[config.mk]
export PLATFORM = sky130hd
export DESIGN_NAME = mem_port_arbiter_flat
export DESIGN_NICKNAME = d
export VERILOG_FILES = /design/src/rtl/mem_port_arbiter_pkg.sv /design/src/rtl/mem_port_arbiter_if.sv /design/src/rtl/mem_port_arbiter_starve_counter.sv /design/src/rtl/mem_port_arbiter.sv /design/src/flat_wrapper.sv
export SDC_FILE = /design/constraint.sdc
export NUM_CORES = 1
export LEC_CHECK = 0
export CAP_MARGIN = 10
export CORE_ASPECT_RATIO = 0.7
export CORE_UTILIZATION = 37
export DETAILED_ROUTE_END_ITERATION = 10
export PLACE_DENSITY = 0.73
export SLEW_MARGIN = 20
export SYNTH_ARGS = -nofsm -noshare
export SYNTH_HDL_FRONTEND = slang
export SYNTH_SLANG_ARGS = --single-unit
[constraint.sdc]
create_clock -name clk -period 1.8 [get_ports clk]
set_clock_uncertainty 0.15 [all_clocks]
set_input_delay 0.18 -clock clk [delete_from_list [all_inputs] [get_ports clk]]
set_output_delay 0.18 -clock clk [all_outputs]
set_load 0.01 [all_outputs]
[src/rtl/mem_port_arbiter_pkg.sv]
// Shared types and default widths for the imem/dmem main-memory port arbiter.
package mem_port_arbiter_pkg;

   localparam int unsigned MAIN_MEMORY_READ_SIZE = 32;
   localparam int unsigned ADDR_W_DEF            = 32;
   localparam int unsigned DATA_W_DEF            = MAIN_MEMORY_READ_SIZE;
   localparam int unsigned STARVE_LIMIT_DEF      = 4;

   typedef enum logic [1:0] {
      IDLE   = 2'd0,
      I_BUSY = 2'd1,
      D_BUSY = 2'd2,
      I_DROP = 2'd3
   } arb_state_e;

endpackage

[src/rtl/mem_port_arbiter_if.sv]
// Request/response and memory-side signals of the shared memory port.
// The slave modport is the arbiter's view; master is the pipeline/memory side.
interface mem_port_arbiter_if
   import mem_port_arbiter_pkg::*;
#(
   parameter int unsigned ADDR_W = ADDR_W_DEF,
   parameter int unsigned DATA_W = DATA_W_DEF
);
   logic              imem_req;
   logic [ADDR_W-1:0] imem_addr;
   logic              imem_gnt;
   logic              imem_valid;
   logic [DATA_W-1:0] imem_rdata;
   logic              flush;
   logic              dmem_re;
   logic              dmem_wr;
   logic [ADDR_W-1:0] dmem_addr;
   logic [DATA_W-1:0] dmem_wdata;
   logic              dmem_gnt;
   logic              dmem_valid;
   logic [DATA_W-1:0] dmem_rdata;
   logic              mem_re;
   logic              mem_wr;
   logic [ADDR_W-1:0] mem_addr;
   logic [DATA_W-1:0] mem_wdata;
   logic [DATA_W-1:0] mem_rdata;
   logic              mem_ready;
   logic              busy;

   modport slave (
      input  imem_req, imem_addr, flush, dmem_re, dmem_wr, dmem_addr, dmem_wdata,
             mem_rdata, mem_ready,
      output imem_gnt, imem_valid, imem_rdata, dmem_gnt, dmem_valid, dmem_rdata,
             mem_re, mem_wr, mem_addr, mem_wdata, busy
   );

   modport master (
      output imem_req, imem_addr, flush, dmem_re, dmem_wr, dmem_addr, dmem_wdata,
             mem_rdata, mem_ready,
      input  imem_gnt, imem_valid, imem_rdata, dmem_gnt, dmem_valid, dmem_rdata,
             mem_re, mem_wr, mem_addr, mem_wdata, busy
   );
endinterface

[src/rtl/mem_port_arbiter_starve_counter.sv]
// Saturating dmem-over-imem starvation counter with clear (module arb_starve_counter).
// Only compiled when MEM_ARB_STARVE_GUARD_EN is defined.
`ifdef MEM_ARB_STARVE_GUARD_EN
module arb_starve_counter #(
   parameter int unsigned LIMIT = 4
) (
   input  logic clk,
   input  logic rst,
   input  logic inc,
   input  logic clr,
   output logic full_c
);
   localparam int unsigned CNT_W = $clog2(LIMIT + 1);

   logic [CNT_W-1:0] cnt_q;
   logic [CNT_W-1:0] cnt_d;

   // Clear wins over increment; count sticks at LIMIT.
   always_comb begin
      cnt_d = cnt_q;
      if (clr) begin
         cnt_d = '0;
      end else if (inc && (cnt_q != CNT_W'(LIMIT))) begin
         cnt_d = cnt_q + CNT_W'(1);
      end
   end

   always_ff @(posedge clk or negedge rst) begin
      if (!rst) begin
         cnt_q <= '0;
      end else begin
         cnt_q <= cnt_d;
      end
   end

   assign full_c = (cnt_q == CNT_W'(LIMIT));
endmodule
`endif

[src/rtl/mem_port_arbiter.sv]
// Single-outstanding arbiter for the shared main-memory port (fetch vs load/store).
// Define MEM_ARB_STARVE_GUARD_EN to let a starved fetch win over dmem after STARVE_LIMIT grants.
module mem_port_arbiter
   import mem_port_arbiter_pkg::*;
#(
   parameter int unsigned ADDR_W = ADDR_W_DEF,
   parameter int unsigned DATA_W = DATA_W_DEF
`ifdef MEM_ARB_STARVE_GUARD_EN
   ,
   parameter int unsigned STARVE_LIMIT = STARVE_LIMIT_DEF
`endif
) (
   input logic              clk,
   input logic              rst,
   mem_port_arbiter_if.slave bus
);
   arb_state_e        state_q, state_d;
   logic              mem_re_q, mem_re_d;
   logic              mem_wr_q, mem_wr_d;
   logic [ADDR_W-1:0] mem_addr_q, mem_addr_d;
   logic [DATA_W-1:0] mem_wdata_q, mem_wdata_d;
   logic              imem_valid_q, imem_valid_d;
   logic [DATA_W-1:0] imem_rdata_q, imem_rdata_d;
   logic              dmem_valid_q, dmem_valid_d;
   logic [DATA_W-1:0] dmem_rdata_q, dmem_rdata_d;

   logic idle_c;
   logic dmem_req_c;
   logic imem_req_c;
   logic grant_d_c;
   logic grant_i_c;

   // A requester still holds its request during its own valid cycle, so mask it there.
   assign idle_c     = (state_q == IDLE);
   assign dmem_req_c = (bus.dmem_re | bus.dmem_wr) & ~dmem_valid_q;
   assign imem_req_c = bus.imem_req & ~imem_valid_q & ~bus.flush;

`ifdef MEM_ARB_STARVE_GUARD_EN
   logic starve_full_c;

   assign grant_d_c = idle_c & dmem_req_c & ~(starve_full_c & imem_req_c);

   arb_starve_counter #(
      .LIMIT (STARVE_LIMIT)
   ) u_arb_starve_counter (
      .clk    (clk),
      .rst    (rst),
      .inc    (grant_d_c & bus.imem_req),
      .clr    (grant_i_c),
      .full_c (starve_full_c)
   );
`else
   assign grant_d_c = idle_c & dmem_req_c;
`endif

   assign grant_i_c = idle_c & imem_req_c & ~grant_d_c;

   // Next-state, capture and response logic.
   always_comb begin
      state_d      = state_q;
      mem_re_d     = mem_re_q;
      mem_wr_d     = mem_wr_q;
      mem_addr_d   = mem_addr_q;
      mem_wdata_d  = mem_wdata_q;
      imem_valid_d = 1'b0;
      imem_rdata_d = imem_rdata_q;
      dmem_valid_d = 1'b0;
      dmem_rdata_d = dmem_rdata_q;
      unique case (state_q)
         IDLE: begin
            if (grant_d_c) begin
               state_d     = D_BUSY;
               mem_re_d    = ~bus.dmem_wr;
               mem_wr_d    = bus.dmem_wr;
               mem_addr_d  = bus.dmem_addr;
               mem_wdata_d = bus.dmem_wr ? bus.dmem_wdata : '0;
            end else if (grant_i_c) begin
               state_d     = I_BUSY;
               mem_re_d    = 1'b1;
               mem_wr_d    = 1'b0;
               mem_addr_d  = bus.imem_addr;
               mem_wdata_d = '0;
            end
         end
         I_BUSY: begin
            if (bus.mem_ready) begin
               state_d  = IDLE;
               mem_re_d = 1'b0;
               if (!bus.flush) begin
                  imem_valid_d = 1'b1;
                  imem_rdata_d = bus.mem_rdata;
               end
            end else if (bus.flush) begin
               state_d = I_DROP;
            end
         end
         D_BUSY: begin
            if (bus.mem_ready) begin
               state_d      = IDLE;
               mem_re_d     = 1'b0;
               mem_wr_d     = 1'b0;
               dmem_valid_d = 1'b1;
               dmem_rdata_d = mem_wr_q ? '0 : bus.mem_rdata;
            end
         end
         I_DROP: begin
            if (bus.mem_ready) begin
               state_d  = IDLE;
               mem_re_d = 1'b0;
            end
         end
      endcase
   end

   always_ff @(posedge clk or negedge rst) begin
      if (!rst) begin
         state_q      <= IDLE;
         mem_re_q     <= 1'b0;
         mem_wr_q     <= 1'b0;
         mem_addr_q   <= '0;
         mem_wdata_q  <= '0;
         imem_valid_q <= 1'b0;
         imem_rdata_q <= '0;
         dmem_valid_q <= 1'b0;
         dmem_rdata_q <= '0;
      end else begin
         state_q      <= state_d;
         mem_re_q     <= mem_re_d;
         mem_wr_q     <= mem_wr_d;
         mem_addr_q   <= mem_addr_d;
         mem_wdata_q  <= mem_wdata_d;
         imem_valid_q <= imem_valid_d;
         imem_rdata_q <= imem_rdata_d;
         dmem_valid_q <= dmem_valid_d;
         dmem_rdata_q <= dmem_rdata_d;
      end
   end

   // Grants are same-cycle pulses; hold them low while reset is asserted.
   assign bus.imem_gnt   = grant_i_c & rst;
   assign bus.dmem_gnt   = grant_d_c & rst;
   assign bus.imem_valid = imem_valid_q;
   assign bus.imem_rdata = imem_rdata_q;
   assign bus.dmem_valid = dmem_valid_q;
   assign bus.dmem_rdata = dmem_rdata_q;
   assign bus.mem_re     = mem_re_q;
   assign bus.mem_wr     = mem_wr_q;
   assign bus.mem_addr   = mem_addr_q;
   assign bus.mem_wdata  = mem_wdata_q;
   assign bus.busy       = (state_q != IDLE);
endmodule

[src/flat_wrapper.sv]
// flat-port wrapper written by rule: the top's interface ports become plain ports
module mem_port_arbiter_flat import mem_port_arbiter_pkg::*;
#(
   parameter int unsigned ADDR_W = ADDR_W_DEF,
   parameter int unsigned DATA_W = DATA_W_DEF

)
  (clk, rst, bus_imem_req, bus_imem_addr, bus_flush, bus_dmem_re, bus_dmem_wr, bus_dmem_addr, bus_dmem_wdata, bus_mem_rdata, bus_mem_ready, bus_imem_gnt, bus_imem_valid, bus_imem_rdata, bus_dmem_gnt, bus_dmem_valid, bus_dmem_rdata, bus_mem_re, bus_mem_wr, bus_mem_addr, bus_mem_wdata, bus_busy);
  mem_port_arbiter_if #(.ADDR_W(ADDR_W), .DATA_W(DATA_W)) bus_i ();
  input logic clk;
  input logic rst;
  input wire logic [$bits(bus_i.imem_req)-1:0] bus_imem_req;
  input wire logic [$bits(bus_i.imem_addr)-1:0] bus_imem_addr;
  input wire logic [$bits(bus_i.flush)-1:0] bus_flush;
  input wire logic [$bits(bus_i.dmem_re)-1:0] bus_dmem_re;
  input wire logic [$bits(bus_i.dmem_wr)-1:0] bus_dmem_wr;
  input wire logic [$bits(bus_i.dmem_addr)-1:0] bus_dmem_addr;
  input wire logic [$bits(bus_i.dmem_wdata)-1:0] bus_dmem_wdata;
  input wire logic [$bits(bus_i.mem_rdata)-1:0] bus_mem_rdata;
  input wire logic [$bits(bus_i.mem_ready)-1:0] bus_mem_ready;
  output wire logic [$bits(bus_i.imem_gnt)-1:0] bus_imem_gnt;
  output wire logic [$bits(bus_i.imem_valid)-1:0] bus_imem_valid;
  output wire logic [$bits(bus_i.imem_rdata)-1:0] bus_imem_rdata;
  output wire logic [$bits(bus_i.dmem_gnt)-1:0] bus_dmem_gnt;
  output wire logic [$bits(bus_i.dmem_valid)-1:0] bus_dmem_valid;
  output wire logic [$bits(bus_i.dmem_rdata)-1:0] bus_dmem_rdata;
  output wire logic [$bits(bus_i.mem_re)-1:0] bus_mem_re;
  output wire logic [$bits(bus_i.mem_wr)-1:0] bus_mem_wr;
  output wire logic [$bits(bus_i.mem_addr)-1:0] bus_mem_addr;
  output wire logic [$bits(bus_i.mem_wdata)-1:0] bus_mem_wdata;
  output wire logic [$bits(bus_i.busy)-1:0] bus_busy;
  assign bus_i.imem_req = bus_imem_req;
  assign bus_i.imem_addr = bus_imem_addr;
  assign bus_i.flush = bus_flush;
  assign bus_i.dmem_re = bus_dmem_re;
  assign bus_i.dmem_wr = bus_dmem_wr;
  assign bus_i.dmem_addr = bus_dmem_addr;
  assign bus_i.dmem_wdata = bus_dmem_wdata;
  assign bus_i.mem_rdata = bus_mem_rdata;
  assign bus_i.mem_ready = bus_mem_ready;
  assign bus_imem_gnt = bus_i.imem_gnt;
  assign bus_imem_valid = bus_i.imem_valid;
  assign bus_imem_rdata = bus_i.imem_rdata;
  assign bus_dmem_gnt = bus_i.dmem_gnt;
  assign bus_dmem_valid = bus_i.dmem_valid;
  assign bus_dmem_rdata = bus_i.dmem_rdata;
  assign bus_mem_re = bus_i.mem_re;
  assign bus_mem_wr = bus_i.mem_wr;
  assign bus_mem_addr = bus_i.mem_addr;
  assign bus_mem_wdata = bus_i.mem_wdata;
  assign bus_busy = bus_i.busy;
  mem_port_arbiter #(.ADDR_W(ADDR_W), .DATA_W(DATA_W)) u_core (.clk(clk), .rst(rst), .bus(bus_i));
endmodule
==> out/qor.yml <==
status:
  status: "finished with violations"
  violations: "negative setup slack"
run:
  cap_violations: 0
drt:
  route.antenna.remaining_nets: 0
  wl_per_cell_um: 20.1
  post_drt_via_cell_ratio: 5.30
  drc: 0
  drt_pass1_iterations: 4
  route.vias.total: 5258
  drt_iter0_drc: 245
  routed_wirelength_mm: 19.9
clock_tree:
  clock_tree.buffer_depth: 2
  clock_sink_count: 134
  clk-insertion-delay-late_ns: 0.41
  cts.clk_slew.worst_paths_ns: 0.06
  htree_levels: 4
  clk_root_buffer_cell: "clkbuf_16"
  clock_tree_from_tritoncts: "yes"
  cts_buffers: 17
worst_setup_path:
  worstPathArrival_ns: 1.62
  critical_path.max_fanout: 2
  end_kind: "output port"
  worst-endpoint-required_ns: 1.47
  critical_path.startpoint_type: "flop"
  timing.setup.critical_path_class: "reg2out"
placement:
  io_buffers: 269
  hpwlAfterDp_mm: 12.7
  globalplace.congestion: 0.846
  placed_cell_area_um2: 8590
sta:
  post-route-period-util: 1.09
  slew_viol_final: 0
  grt_setup_unrepaired: "yes"
  timing.final.setup_violations: 53
  fin_crit_ns: 1.95
  hold_viol: 0
  achievable-frequency_mhz: 512
  max_slew_margin: 0.658
  worstMarginPinSlew_ns: 0.514
  fin_ws_ns: -0.154
logic_synthesis:
  postSynthNetCount: 626
  syn-instance-count: 491
  synthesis.yosys.warnings: 0
  synth_area_um2: 5530
  yosysUniqueCellTypes: 34
  biggest_area_contributors_in_the_synthesized_netlist: "dfrtp_1, o21ai_0, mux2_2"
  synth.yosys.seq_area_share: 0.607
  post-synth-top-area-cell: "dfrtp_1"
  syn-mean-instance-area_um2: 11.3
  synth_top_cell_area_share: 0.607
  ys_ff_latch: 134
pwr:
  power.sequential.fraction: 0.305
  vdd_drop_max_mv: 1.01
  p_leak_nw: 4.11
  p_int_w: 0.0114
  power.combinational.fraction: 0.489
  power_density_nw_per_um2: 1780
  netSwitchingFraction: 0.343
  total_switching_power_w: 0.00593
  clkPwrFrac: 0.206
floorplan:
  io_pins: 270
  core_area_um2: 14200
  starting_density_of_the_core: 0.388
  die-height_um: 104
  die_width_um: 148
  row_count: 36
  fp.dieArea_um2: 15400
cells_and_area:
  num-nets-final: 924
  number_of_diodes_added_for_antenna_fixing: 0
  multi_input_comb_area_um2: 2140
  fin_area_um2: 9730
  final_layout_size_suffix_gt1_frac: 0.166
  filler_cell_count: 1054
  mostFrequentLayoutCells: "clkdlybuf4s50_1, dfrtp_1, o21ai_0"
  final_util: 0.684
  syn_to_final_growth_pct: 76.1
  final-seq-area_um2: 3360
  most_common_library_cell_in_the_layout_ignoring_fill_and_taps: "clkdlybuf4s50_1"
global_routing:
  grt_usage: 0.247
  grt_pass1_wl_mm: 29.4
  first_global_vias: 5327
  grt_start_max_net_pins: 97
  grt_overflow_total: 0
  initial_antenna_violation_count: 0
hold_path:
  hold_path_class: "in2reg"
area by class of cell:
class,instances,area share
clock inverter,13,0.0174
inverter,3,0.00167
clock buffer,19,0.0445
timing repair buffer,322,0.348
sequential,134,0.345
multi-input combinational,311,0.219
tap,190,0.0244
repair_timing:
item | 4_1_cts | 5_1_grt
setup buffers | 14 | 7
gates cloned | 2 | 7
endpoints found under the setup margin | 54 | 77
resized for setup | 49 | 42
endpoints found under the hold margin | 134 | 0
pin swaps | 4 | 19
hold buffers | 1 | 0
worst paths after layout:
kind                       slack [ns]  cells after the start                                     to                                  start
setup / recovery                -0.15                      4                           bus_imem_gnt        u_core.bus.imem_valid$_DFF_PN0_
min in group asynchronous        0.26                      3     u_core.bus.mem_addr[6]$_DFFE_PN0P_                                    rst
hold reg to reg                  0.33                      2  u_core.bus.dmem_rdata[16]$_DFFE_PN0P_  u_core.bus.dmem_rdata[16]$_DFFE_PN0P_
hold / removal                   0.20                      3    u_core.bus.mem_addr[20]$_DFFE_PN0P_                      bus_imem_addr[20]
setup reg to reg                -0.10                      6  u_core.bus.imem_rdata[21]$_DFFE_PN0P_          u_core.state_q[0]$_DFFE_PN0P_
max in group asynchronous        0.83                      3   u_core.bus.imem_rdata[5]$_DFFE_PN0P_                                    rst
stage by stage:
stage               power (W)  TNS, ns  hold slack (ns)  cells  worst slack (ns)
floorplan             0.00833        0           -0.266    491             0.108
global placement       0.0125   -13.11            0.129    934            -0.465
detailed placement     0.0128   -14.98            0.132    934            -0.467
CTS                    0.0167   -0.707            0.183    983            -0.108
global route           0.0182    -5.79            0.208    992            -0.211
finish                 0.0173    -2.40            0.203    992            -0.154
flip-flops by register name (all words and copies together) (netlist names):
register and cells:
u_core.bus.mem_wr 1, u_core.bus.mem_wdata 32, u_core.bus.imem_rdata 32, u_core.bus.dmem_rdata 32, u_core.bus.mem_re 1, u_core.bus.mem_addr 32, u_core.bus.dmem_valid 1, u_core.bus.imem_valid 1
u_core.state_q 2
critical path, cell delays in order, from the launching register on:
cell and delay [ns]:
dfrtp_1 0.39, or3b_4 0.42, nor2_4 0.11, and3_1 0.16, buf_2 0.13
synth_stat cells:
| master | n |
|---|---|
| or3_1 | 1 |
| nand2b_1 | 32 |
| o21ai_0 | 64 |
| mux2_1 | 6 |
| mux2_2 | 26 |
| nor3_1 | 32 |
| nand2_1 | 33 |
| nor3b_2 | 1 |
| a31oi_1 | 32 |
| a22o_1 | 32 |
| dfrtp_1 | 134 |
| nor2_1 | 2 |
| nor4b_4 | 1 |
| or3b_2 | 1 |
| inv_1 | 1 |
| inv_2 | 2 |
| a21oi_1 | 1 |
| nor3_2 | 1 |
| nor2_2 | 1 |
| o311ai_0 | 1 |
| o41a_1 | 1 |
| nand3b_1 | 2 |
| clkbuf_1 | 36 |
| o2111ai_1 | 1 |
| buf_2 | 4 |
| buf_4 | 3 |
| and3_1 | 2 |
| o22ai_1 | 1 |
| nand3_1 | 32 |
| o2bb2ai_1 | 1 |
| a31o_2 | 1 |
| a22oi_1 | 1 |
| or2_2 | 1 |
| and2_1 | 1 |
power groups by stage:
stage | clock network (W) | logic (W) | registers, W
after floorplan | 0 | 0.00250 | 0.00583
after global placement | 0 | 0.00738 | 0.00517
after detailed placement | 0 | 0.00752 | 0.00524
after CTS | 0.00364 | 0.00785 | 0.00525
after global routing | 0.00379 | 0.00901 | 0.00542
final | 0.00357 | 0.00845 | 0.00527
cells by family after synthesis:
family,synth area share
AOI/OAI and AO/OA,0.157
buffers and inverters,0.0342
DFF,0.607
muxes,0.0652
and+or+nand+nor,0.137
routing by layer:
metal / track usage / routed length (µm) / vias up
li1: - / - / 2376
met1: 0.312 / 8430 / 2609
met2: 0.398 / 9460 / 249
met3: 0.0811 / 1740 / 24
met4: 0.0832 / 263 / 0
met5: 0 / 0 / -
(Power assumes the default switching activity.)
